**src/rtl/issue_rr_arbiter_pkg.sv**
```systemverilog
// Shared issue-path definitions: default port count and the issue payload
// type that issue_rr_arbiter is normally instantiated with.
package issue_rr_arbiter_pkg;

    localparam int ISSUE_PORTS = 4;

    typedef struct packed {
        logic [5:0]  rob_tag;
        logic [31:0] result;
    } issue_pkt_t;

endpackage

```
**src/rtl/issue_rr_arbiter_rr_pick.sv**
```systemverilog
// Combinational round-robin pick: first set request at or after ptr, wrapping,
// found with a double-width masked priority encode.
module rr_pick #(
    parameter  int N_REQ = 4,
    localparam int IDX_W = $clog2(N_REQ)
) (
    input  logic [N_REQ-1:0] req,
    input  logic [IDX_W-1:0] ptr,
    output logic [N_REQ-1:0] gnt_onehot,
    output logic [IDX_W-1:0] gnt_idx,
    output logic             any
);

    // Low half keeps only requests at or above ptr; high half is the wrapped copy.
    logic [2*N_REQ-1:0] dbl_req;
    logic               found;

    generate
        for (genvar gi = 0; gi < N_REQ; gi++) begin : g_mask
            assign dbl_req[gi]         = req[gi] && (gi >= int'(ptr));
            assign dbl_req[gi + N_REQ] = req[gi];
        end
    endgenerate

    always_comb begin
        gnt_onehot = '0;
        gnt_idx    = '0;
        found      = 1'b0;
        for (int j = 0; j < 2 * N_REQ; j++) begin
            if (!found && dbl_req[j]) begin
                found = 1'b1;
                if (j < N_REQ) begin
                    gnt_onehot[j] = 1'b1;
                    gnt_idx       = IDX_W'(j);
                end else begin
                    gnt_onehot[j - N_REQ] = 1'b1;
                    gnt_idx               = IDX_W'(j - N_REQ);
                end
            end
        end
    end

    assign any = |req;

endmodule

```
**src/rtl/issue_rr_arbiter.sv**
```systemverilog
// Round-robin arbiter funnelling N_REQ valid/ready producers into one
// registered output stage with one-cycle latency and full throughput.
module issue_rr_arbiter
    import issue_rr_arbiter_pkg::*;
#(
    parameter type T     = logic,
    parameter int  N_REQ = ISSUE_PORTS,
    localparam int IDX_W = $clog2(N_REQ)
) (
    input  logic             clk,
    input  logic             reset,
    input  logic             flush,
    input  logic [N_REQ-1:0] valid_in,
    output logic [N_REQ-1:0] ready_in,
    input  T                 data_in [N_REQ],
    output logic             valid_out,
    input  logic             ready_out,
    output T                 data_out,
    output logic [IDX_W-1:0] grant_id_out
);

    logic             out_valid_reg;
    T                 out_data_reg;
    logic [IDX_W-1:0] out_id_reg;
    logic [IDX_W-1:0] rr_ptr_reg;
    logic [IDX_W-1:0] rr_ptr_next;

    logic [N_REQ-1:0] gnt_onehot;
    logic [IDX_W-1:0] gnt_idx;
    logic             any_req;
    logic             can_load;
    logic             load;

    rr_pick #(.N_REQ(N_REQ)) u_pick (
        .req        (valid_in),
        .ptr        (rr_ptr_reg),
        .gnt_onehot (gnt_onehot),
        .gnt_idx    (gnt_idx),
        .any        (any_req)
    );

    assign can_load = !out_valid_reg || ready_out;
    // Gated by reset so no producer sees a grant while the stage is held clear.
    assign load     = reset && can_load && any_req && !flush;
    assign ready_in = load ? gnt_onehot : '0;

    assign rr_ptr_next = (gnt_idx == IDX_W'(N_REQ - 1)) ? '0 : gnt_idx + 1'b1;

    always_ff @(posedge clk or negedge reset) begin
        if (!reset) begin
            out_valid_reg <= 1'b0;
            out_data_reg  <= '0;
            out_id_reg    <= '0;
            rr_ptr_reg    <= '0;
        end else if (flush) begin
            out_valid_reg <= 1'b0;
        end else if (load) begin
            out_valid_reg <= 1'b1;
            out_data_reg  <= data_in[gnt_idx];
            out_id_reg    <= gnt_idx;
            rr_ptr_reg    <= rr_ptr_next;
        end else if (ready_out) begin
            out_valid_reg <= 1'b0;
        end
    end

    assign valid_out    = out_valid_reg;
    assign data_out     = out_data_reg;
    assign grant_id_out = out_id_reg;

endmodule

```
**config.mk**
```make
export PLATFORM = sky130hd
export DESIGN_NAME = issue_rr_arbiter
export DESIGN_NICKNAME = d
export VERILOG_FILES = /design/src/rtl/issue_rr_arbiter_pkg.sv /design/src/rtl/issue_rr_arbiter_rr_pick.sv /design/src/rtl/issue_rr_arbiter.sv
export SDC_FILE = /design/constraint.sdc
export NUM_CORES = 1
export LEC_CHECK = 0
export CAP_MARGIN = 10
export CELL_PAD_IN_SITES_DETAIL_PLACEMENT = 0
export CELL_PAD_IN_SITES_GLOBAL_PLACEMENT = 1
export CORE_MARGIN = 4
export CORE_UTILIZATION = 27
export DETAILED_ROUTE_END_ITERATION = 10
export PLACE_DENSITY_LB_ADDON = 0.1
export SYNTH_ARGS = -nofsm -noshare
export SYNTH_HDL_FRONTEND = slang
export SYNTH_SLANG_ARGS = --single-unit
```
**constraint.sdc**
```tcl
create_clock -name clk -period 1.5 [get_ports clk]
set_clock_uncertainty 0.05 [all_clocks]
set_input_delay 0.3 -clock clk [delete_from_list [all_inputs] [get_ports clk]]
set_output_delay 0.3 -clock clk [all_outputs]
set_load 0.01 [all_outputs]
```
==> results.py, run 1 <==
metrics = {
    "timing": {
        "whs_ps": 77.3,
        "max_freq_ghz": 0.584,
        "finalCritPeriodShare": 1.14,
        "slew_viol_final": 0,
        "rsz0062_at_grt": "yes",
        "period_needed_ps": 1710,
        "tightest_slew_ps": 298,
        "finalSetupViolations": 8,
        "slew_headroom": 0.801,
        "hold_viol_final": 0,
        "fin_ws_ps": -211,
    },
    "layout": {
        "n_fill_cell": 173,
        "layout_commonest_cell": "buf_4",
        "final_cell_mix": "buf_4, nand2_1, dlygate4sd2_1",
        "antenna_cells": 0,
        "drive_above_1_share": 0.531,
        "areaGrowthSynthToFinish_pct": 84.4,
        "nets": 110,
    },
    "routing": {
        "wirelength_um": 1520,
        "drt_pre_antenna_iters": 4,
        "dr_total_vias": 556,
        "routed_via_density": 4.60,
        "ant_nets": 0,
        "remaining_drc_errors": 0,
        "drt_iter0_drc": 13,
        "route.detailed.wl_per_inst_um": 12.5,
    },
    "floorplan": {
        "die_x_um": 51.6,
        "ios": 20,
        "start_util": 0.291,
        "num_rows": 15,
        "core_area_um2": 1760,
        "fp.dieH_um": 51.6,
        "dieArea_um2": 2660,
    },
    "setup_path": {
        "end_kind": "output port",
        "required_ps": 1150,
        "start_kind": "input pin",
        "crit_type": "input pin to output port",
        "crit_arrival_ps": 1360,
        "critPathMaxFanout": 4,
    },
    "global_route": {
        "grt_pass1_vias": 555,
        "antenna_found_initial": 0,
        "gr-total-overflow": 0,
        "grt_usage": 0.129,
        "grt_start_max_net_pins": 10,
        "grt_pass1_wl_um": 2600,
    },
    "power": {
        "leakage_nw": 0.480,
        "max-vdd-ir-drop_mv": 0.916,
        "powerDensity_nw_per_um2": 1350,
    },
    "clock_network": {
        "clk-insertion-delay-late_ps": 250,
        "cts_buffers": 3,
        "cts_tree": "yes",
        "clkTransAtPathRegs_ps": 50,
        "numClockSinks": 6,
        "ctsRootBufferMaster": "clkbuf_4",
        "htreeDepth": 1,
        "cts.path.max_buffers": 2,
    },
    "yosys": {
        "synth_area_um2": 513,
        "synth_top_cell_area_share": 0.293,
        "ys_types": 31,
        "ys_warn_count": 0,
        "synth_seq_area_share": 0.293,
        "synth_area_leaders": "dfrtp_1, o41ai_4, nand2_1",
        "ys_ff_latch": 6,
        "synthCells": 56,
        "syn-num-nets": 68,
        "synth_area_leader_cell": "dfrtp_1",
        "synth_ff_type": "dfrtp_1",
        "synth_async_sr_flop_share": 1.00,
        "syn_avg_cell_area_um2": 9.16,
        "synth_edf_count": 0,
    },
    "placed_design": {
        "io_buffers": 19,
        "dp_hpwl_um": 1150,
        "gp_congestion": 0.747,
        "dp_slack_ps": -802,
    },
    "outcome": {
        "failed_checks": "negative setup slack",
        "status": "finished with violations",
    },
    "run": {
        "maxCapViolations": 0,
    },
    "hold_path": {
        "min_path_type": "input pin to asynchronous set/reset pin",
    },
}
[area by class of cell]
class                           count  area (um2)  area share
Multi-Input combinational cell     42         365       0.386
Timing Repair Buffer               42         360       0.381
Sequential cell                     6         151       0.160
Tap cell                           25        31.3      0.0331
Clock buffer                        3        22.5      0.0238
Inverter                            3        15.0      0.0159
[critical path, cell delays in order]
cell and delay [ps]:
clkdlybuf4s50_1 400, and3b_2 300, o41ai_4 100, nor2_1 120
buf_2 140
[report_power, final]
part / leakage, nW / switching (mW) / total [mW] / internal, mW
Clock: 0.0138 / 0.0628 / 0.154 / 0.0908
Sequential: 0.0719 / 0.0442 / 0.265 / 0.221
Combinational: 0.395 / 0.340 / 0.853 / 0.513
Total: 0.480 / 0.447 / 1.27 / 0.825
[timing repair]
item | in CTS | in global routing
buffers inserted | 4 | 1
endpoints found under the setup margin | 10 | 12
resized for setup | 34 | 12
pin swaps | 8 | 9
hold buffers | 0 | 0
[Yosys cell counts, types with 2 or more instances]
cell and number:
nand2_1 7, buf_6 2, mux2i_1 2, nor2_1 4
o22ai_1 2, inv_1 2, dfrtp_1 6, a21oi_1 3
buf_2 2, o21ai_0 3, nand2b_1 3
[logic make-up (layout without fill, tap and decap cells)]
logic type | Yosys count | in the layout | synth area share
multiplexers | 3 | 3 | 0.0683
AO/OA/AOI/OAI | 18 | 18 | 0.327
flip-flops | 6 | 6 | 0.293
AND/OR/NAND/NOR | 21 | 21 | 0.212
buffers and inverters | 8 | 48 | 0.100
[metrics by stage]
| stage | utilization | area, um2 | total power, mW | cells | TNS [ps] |
|---|---|---|---|---|---|
| after floorplan | - | 513 | 0.601 | 56 | 0 |
| after global placement | 0.470 | 830 | 0.908 | 113 | -6230 |
| after detailed placement | 0.470 | 830 | 0.907 | 113 | -6170 |
| after CTS | 0.507 | 895 | 1.20 | 120 | -1540 |
| after global routing | 0.536 | 946 | 1.37 | 121 | -1910 |
| final | 0.536 | 946 | 1.27 | 121 | -1220 |
[per-layer routing]
metal	track usage	share of wire	up-vias
met2	0.208	0.48	13
met1	0.172	0.45	265
met5	0	0	-
li1	-	-	278
met3	0.0458	0.063	0
met4	0.0131	0	0
[path summary, 6_finish.rpt]
check / start / to / slack (ps) / cells past startpoint
max reg2reg: rr_ptr_reg[0] / data_out / -190 / 6
min: reset / rr_ptr_reg[0] / 80 / 2
min in group clk: ready_out / valid_out / 420 / 3
min reg2reg: grant_id_out[1] / grant_id_out[1] / 430 / 2
max: flush / ready_in[1] / -210 / 5
max in group asynchronous: reset / rr_ptr_reg[1] / 1200 / 2
(Power assumes the default switching activity.)
==> run 2, diff against run 1 <==
--- a/config.mk
+++ b/config.mk
@@ -9,9 +9,10 @@
 export CELL_PAD_IN_SITES_DETAIL_PLACEMENT = 0
 export CELL_PAD_IN_SITES_GLOBAL_PLACEMENT = 1
 export CORE_MARGIN = 4
-export CORE_UTILIZATION = 27
+export CORE_UTILIZATION = 26
 export DETAILED_ROUTE_END_ITERATION = 10
 export PLACE_DENSITY_LB_ADDON = 0.1
 export SYNTH_ARGS = -nofsm -noshare
 export SYNTH_HDL_FRONTEND = slang
+export SYNTH_HIERARCHICAL = 1
 export SYNTH_SLANG_ARGS = --single-unit
==> run 2 against run 1 <==
Compared with the run above:
- area after synthesis shrank 5.6%
- routed wire length shrank 4.4%
- sequential share of layout area is 0.55 points higher
- highest routed layer is now met4
- via count decreased by 1.6%
- the run still ends with negative setup slack left
- cell area fell by 3.3%
- non-clock buffer count shrank 3
- clock power increased by 6%
- maximum frequency decreased by 8.0%
- synthesized cell count shrank 8.9%
==> results.py, run 2 <==
metrics = {
    "outcome": {
        "status": "finished with violations",
        "failed_checks": "negative setup slack",
    },
    "layout": {
        "layout_commonest_cell": "buf_4",
        "areaGrowthSynthToFinish_pct": 88.9,
        "drive_above_1_share": 0.505,
        "final_cell_mix": "buf_4, nor2_1, dfrtp_1",
        "post-route-cell-area_um2": 915,
        "nets": 107,
        "antenna_cells": 0,
    },
    "setup_path": {
        "crit_type": "flip-flop to output port",
        "end_kind": "output port",
        "critPathMaxFanout": 5,
        "r2r_setup_slack_ps": -330,
        "crit_arrival_ps": 1510,
        "required_ps": 1150,
        "start_kind": "flip-flop",
    },
    "clock_network": {
        "cts_tree": "yes",
        "clkTransAtPathRegs_ps": 50,
        "clk-insertion-delay-late_ps": 250,
        "numClockSinks": 6,
        "ctsRootBufferMaster": "clkbuf_4",
        "htreeDepth": 1,
        "hold_buffers": 0,
        "cts_buffers": 3,
        "cts.path.max_buffers": 2,
    },
    "timing": {
        "hold_viol_final": 0,
        "rsz0062_at_grt": "yes",
        "finalSetupViolations": 7,
        "fin_setup_tns_ps": -1990,
        "slew_viol_final": 0,
        "max_freq_ghz": 0.538,
        "tightest_slew_ps": 196,
        "finalCritPeriodShare": 1.24,
        "slew_headroom": 0.868,
        "period_needed_ps": 1860,
        "fin_ws_ps": -359,
    },
    "floorplan": {
        "dieArea_um2": 2620,
        "core_area_um2": 1750,
        "num_rows": 15,
        "fp.dieH_um": 51.2,
        "ios": 20,
        "start_util": 0.277,
        "die_x_um": 51.2,
    },
    "global_route": {
        "top_usage_layer": "met2",
        "met2_usage": 0.210,
        "gr-total-overflow": 0,
        "grt_pass1_vias": 606,
        "met3_usage": 0.0175,
        "use_met1": 0.148,
        "grt_start_max_net_pins": 8,
        "antenna_found_initial": 0,
        "grt_usage": 0.123,
        "grt_pass1_wl_um": 2520,
    },
    "power": {
        "sw_frac_of_total": 0.354,
        "leakage_nw": 0.462,
        "p_seq_frac": 0.259,
        "pwr-share-clk": 0.137,
        "comb_power_share": 0.605,
        "powerDensity_nw_per_um2": 1310,
        "switchingPower_mw": 0.423,
        "max-vdd-ir-drop_mv": 0.817,
        "fin_total_pwr_mw": 1.20,
        "p_int_mw": 0.774,
    },
    "yosys": {
        "yosys-top-cells-count": "dfrtp_1, nor2_1, and2_1, mux2_2, o21ai_0",
        "synth_compound_area_frac": 0.171,
        "synth_top_family_by_area": "simple AND/OR/NAND/NOR gates",
        "synthAdderAreaFrac": 0.0258,
        "muxShareOfSynthArea": 0.171,
        "ys_types": 24,
        "ys_warn_count": 6,
        "synth_seq_area_share": 0.310,
        "synth_async_sr_flop_share": 1.00,
        "synthCells": 51,
        "synth_ff_type": "dfrtp_1",
        "syn_avg_cell_area_um2": 9.49,
        "synth_area_leaders": "dfrtp_1, mux2_2, and2_1",
        "ys_ff_latch": 6,
        "synth_simple_gate_area_frac": 0.297,
        "synth_xor_area_frac": 0,
        "synth_area_um2": 484,
        "synth_area_leader_cell": "dfrtp_1",
        "synth_top_cell_area_share": 0.310,
        "syn-num-nets": 64,
        "synth_edf_count": 0,
    },
    "routing": {
        "ant_nets": 0,
        "remaining_drc_errors": 0,
        "dr_total_vias": 547,
        "routed_via_density": 4.64,
        "wirelength_um": 1450,
        "drt_iter0_drc": 7,
        "drt_pre_antenna_iters": 4,
        "route.detailed.wl_per_inst_um": 12.3,
    },
    "placed_design": {
        "io_buffers": 19,
        "placed_cell_area_um2": 820,
        "dp_hpwl_um": 1050,
        "gp_congestion": 0.762,
    },
    "hold_path": {
        "min_path_type": "input pin to asynchronous set/reset pin",
    },
    "run": {
        "maxCapViolations": 0,
    },
}
run 2: changes by cell type after synthesis, moves of 2 or more:
cell     change
nand2_1      -5
and2_1       +4
mux2_2       +4
buf_6        -2
mux2i_1      -2
nor2_1       +2
nor3_1       +2
o22ai_1      -2
o31a_1       +2
run 2: per-stage QoR:
step	setup slack (ps)	cells	utilization	hold slack, ps
floorplan	-277	51	-	-45.6
global placement	-982	109	0.470	444
detailed placement	-938	109	0.470	452
CTS	-347	117	0.510	57.9
global route	-416	118	0.524	86.4
finish	-359	118	0.524	58.4
run 2: path summary, 6_finish.rpt:
check	startpoint	to	cells after the start
max reg2reg	rr_ptr_reg[1]	data_out	5
min reg2reg	grant_id_out[1]	grant_id_out[1]	1
min in group clk	flush	valid_out	2
max in group asynchronous	reset	rr_ptr_reg[0]	2
min	reset	valid_out	2
max	rr_ptr_reg[1]	ready_in[3]	5
run 2: final cells by class:
class,instances,area (um2)
inverters,2,7.51
repair buffers,39,342
multi-input cells,42,357
clock buffers,4,26.3
fillers,170,831
well taps,25,31.3
flip-flops and latches,6,151
run 2: worst max-delay path: stages (launching register included):
cell and delay, ps:
dfrtp_1 400, inv_1 160, a21oi_1 100, o221a_2 270, and2_1 130, clkdlybuf4s15_2 210
run 2: power groups by stage:
stage                     logic, mW  clock network (mW)  registers, mW
final                         0.724               0.164          0.310
after global routing          0.790               0.182          0.319
after CTS                     0.703               0.174          0.308
after detailed placement      0.646                   0          0.308
after global placement        0.643                   0          0.302
after floorplan               0.347                   0          0.316
run 2: kinds of logic after synthesis:
| group | after synthesis |
|---|---|
| fa+ha+maj | 1 |
| flops | 6 |
| simple gates | 23 |
| buf+inv | 3 |
| compound gates | 12 |
| mux | 6 |
run 2: repair_timing:
item,in CTS,in global routing
resized for setup,35,10
endpoints found under the setup margin,10,12
pin swaps,5,4
setup buffers,4,1
run 2: per-layer routing:
metal	routed length, um	vias up
li1	-	270
met1	635	258
met2	721	17
met3	76	2
met4	17	0
met5	0	-
==> run 3, diff against run 2 <==
--- a/config.mk
+++ b/config.mk
@@ -5,13 +5,15 @@
 export SDC_FILE = /design/constraint.sdc
 export NUM_CORES = 1
 export LEC_CHECK = 0
+export ABC_AREA = 1
 export CAP_MARGIN = 10
 export CELL_PAD_IN_SITES_DETAIL_PLACEMENT = 0
 export CELL_PAD_IN_SITES_GLOBAL_PLACEMENT = 1
 export CORE_MARGIN = 4
-export CORE_UTILIZATION = 26
+export CORE_UTILIZATION = 28
 export DETAILED_ROUTE_END_ITERATION = 10
 export PLACE_DENSITY_LB_ADDON = 0.1
+export SKIP_CTS_REPAIR_TIMING = 1
 export SYNTH_ARGS = -nofsm -noshare
 export SYNTH_HDL_FRONTEND = slang
 export SYNTH_HIERARCHICAL = 1
==> constraint.sdc (replaced) <==
create_clock -name clk -period 2.4 [get_ports clk]
set_clock_uncertainty 0.05 [all_clocks]
set_input_delay 0.48 -clock clk [delete_from_list [all_inputs] [get_ports clk]]
set_output_delay 0.48 -clock clk [all_outputs]
set_load 0.01 [all_outputs]
==> run 3 against run 2 <==
Compared with the run above:
- the flow now finishes without violations
- via count shrank 7.9%
- clock-buffer cell count shrank 1
- register-to-register slack gained 1000 ps
- cell area shrank 16%
- routed wire length shrank 25%
- final cell count grew 2.5%
- sequential share of layout area grew 3.1 points
- utilization shrank 3.3 points
- flip-flop and latch count is the same
- critical path depth grew 3
- setup slack gained 560 ps
- largest power group unchanged
==> results.py, run 3 <==
metrics = {
    "timing": {
        "fin_ws_ps": 205,
        "whs_ps": 426,
        "fin_setup_tns_ps": 0,
        "slew_viol_final": 0,
        "slew_headroom": 0.811,
        "tightest_slew_ps": 283,
        "rsz0062_at_grt": "no",
        "hold_viol_final": 0,
        "finalCritPeriodShare": 0.915,
        "finalSetupViolations": 0,
        "period_needed_ps": 2200,
        "max_freq_ghz": 0.456,
    },
    "clock_network": {
        "clk-insertion-delay-late_ps": 230,
        "cts.path.max_buffers": 2,
        "htreeDepth": 1,
        "clkTransAtPathRegs_ps": 40,
        "numClockSinks": 6,
        "cts_tree": "yes",
        "ctsRootBufferMaster": "clkbuf_4",
        "cts_buffers": 3,
    },
    "global_route": {
        "gr-total-overflow": 0,
        "met2_usage": 0.134,
        "grt_pass1_vias": 466,
        "met3_usage": 0.0241,
        "antenna_found_initial": 0,
        "grt_pass1_wl_um": 1790,
        "top_usage_layer": "met2",
        "grt_start_max_net_pins": 10,
        "grt_usage": 0.0956,
        "use_met1": 0.126,
    },
    "layout": {
        "layout_commonest_cell": "nand2_1",
        "nets": 120,
        "post-route-cell-area_um2": 766,
        "final_cell_mix": "nand2_1, inv_1, clkdlybuf4s50_1",
        "areaGrowthSynthToFinish_pct": 59.0,
        "drive_above_1_share": 0.181,
        "antenna_cells": 0,
    },
    "routing": {
        "dr_total_vias": 504,
        "remaining_drc_errors": 0,
        "ant_nets": 0,
        "routed_via_density": 4.17,
        "route.detailed.wl_per_inst_um": 8.94,
        "wirelength_um": 1080,
        "drt_iter0_drc": 6,
        "drt_pre_antenna_iters": 4,
    },
    "setup_path": {
        "crit_type": "input pin to output port",
        "reg2regPathDepth": 8,
        "start_kind": "input pin",
        "end_kind": "output port",
        "crit_path_max_incr_delay_ps": 530,
        "path_depth": 8,
        "crit_chain": "clkdlybuf4s50_1 -> nor2_1 -> nand2_1 -> nand2_1 -> nor2_2 -> nand2_2 -> nor2_1 -> dlymetal6s2s_1",
        "required_ps": 1870,
        "cp_top_family": "buffers and inverters",
        "crit_buf_inv": 2,
        "worstReg2RegStart": "rr_ptr_reg[1]",
        "crit_arrival_ps": 1670,
        "r2r_setup_slack_ps": 690,
        "r2r-end": "rr_ptr_reg[0]",
        "critPathMaxFanout": 5,
        "cp_slowest_cell": "clkdlybuf4s50_1",
    },
    "placed_design": {
        "dp_hpwl_um": 893,
        "dp_slack_ps": -191,
        "io_buffers": 19,
        "placed_cell_area_um2": 733,
        "gp_congestion": 0.744,
    },
    "yosys": {
        "synth_seq_area_share": 0.312,
        "synth_async_sr_flop_share": 1.00,
        "synth_ff_type": "dfrtp_1",
        "synth_area_leaders": "dfrtp_1, nand2_1, inv_1",
        "synth.most_common_cell": "nand2_1",
        "synth_top_cell_area_share": 0.312,
        "syn-num-nets": 90,
        "synth_edf_count": 0,
        "ys_types": 15,
        "synthCells": 77,
        "ys_ff_latch": 6,
        "syn_avg_cell_area_um2": 6.26,
        "ys_warn_count": 6,
        "synth_area_um2": 482,
        "synth_area_leader_cell": "dfrtp_1",
        "yosys-top-cells-count": "nand2_1, inv_1, nor2_1, dfrtp_1, nand3_1",
    },
    "hold_path": {
        "min-delay-start": "grant_id_out[1]",
        "min_path_type": "flip-flop to flip-flop",
        "min_to": "grant_id_out[1]",
        "hold_depth": 2,
    },
    "power": {
        "max-vdd-ir-drop_mv": 0.238,
        "leakage_nw": 0.474,
        "powerDensity_nw_per_um2": 739,
    },
    "floorplan": {
        "core_area_um2": 1560,
        "num_rows": 14,
        "start_util": 0.309,
        "dieArea_um2": 2450,
        "die_x_um": 49.5,
        "fp.dieH_um": 49.5,
        "ios": 20,
    },
    "run": {
        "maxCapViolations": 0,
    },
    "outcome": {
        "status": "completed",
    },
}
## run 3: cell types whose count changed after synthesis, moves of 3 or more
cell and change:
o21ai_2 +3, nand2_1 +20, nand2_2 +3, mux2_2 -4, inv_1 +16, nand3_1 +6
and2_1 -4, o21ai_0 -4, nor3_1 -3
## run 3: cell type report
cell class              instances  area (um2)
clock buffers                   3        22.5
fillers                       154         793
inverters                      18        67.6
multi-input cells              52         253
flip-flops and latches          6         150
well taps                      16        20.0
repair buffers                 26         253
## run 3: layer usage
layer,vias to the layer above,share of wire
li1,287,-
met1,204,0.51
met2,13,0.43
met3,0,0.057
met4,0,0
met5,-,0
## run 3: metrics by stage
stage	std cells	utilization	power, mW
finish	121	0.491	0.566
global route	121	0.491	0.624
CTS	121	0.485	0.576
detailed placement	118	0.470	0.484
global placement	118	0.470	0.485
floorplan	77	-	0.347
## run 3: power breakdown
group          switching (mW)  total [mW]  leakage, nW  internal, mW
Sequential             0.0248       0.162       0.0753         0.137
Combinational           0.158       0.316        0.385         0.157
Clock                  0.0316      0.0879       0.0138        0.0562
## run 3: worst reg2reg max path, delay by kind of cell (launching register included)
kind / cells / cell delay (ps)
compound gates: 1 / 130
fa+ha+maj: 1 / 200
buf+inv: 1 / 120
flops: 1 / 410
simple gates: 5 / 750
## run 3: logic make-up (layout without fill, tap and decap cells)
group | after synthesis | in the layout | synth area share
DFF | 6 | 6 | 0.312
buffers and inverters | 19 | 47 | 0.164
AOI/OAI and AO/OA | 7 | 7 | 0.0987
adders and majority gates | 1 | 1 | 0.0260
and+or+nand+nor | 44 | 44 | 0.400
## run 3: worst max-delay path by stage
stage | startpoint | endpoint | slack [ps]
floorplan | valid_in[3] | ready_in[0] | 780
global route | valid_in[0] | ready_in[1] | 60
CTS | valid_in[0] | ready_in[1] | -200
finish | valid_in[0] | ready_in[2] | 200
detailed placement | valid_in[0] | ready_in[1] | -190
global placement | valid_in[3] | ready_in[1] | -180
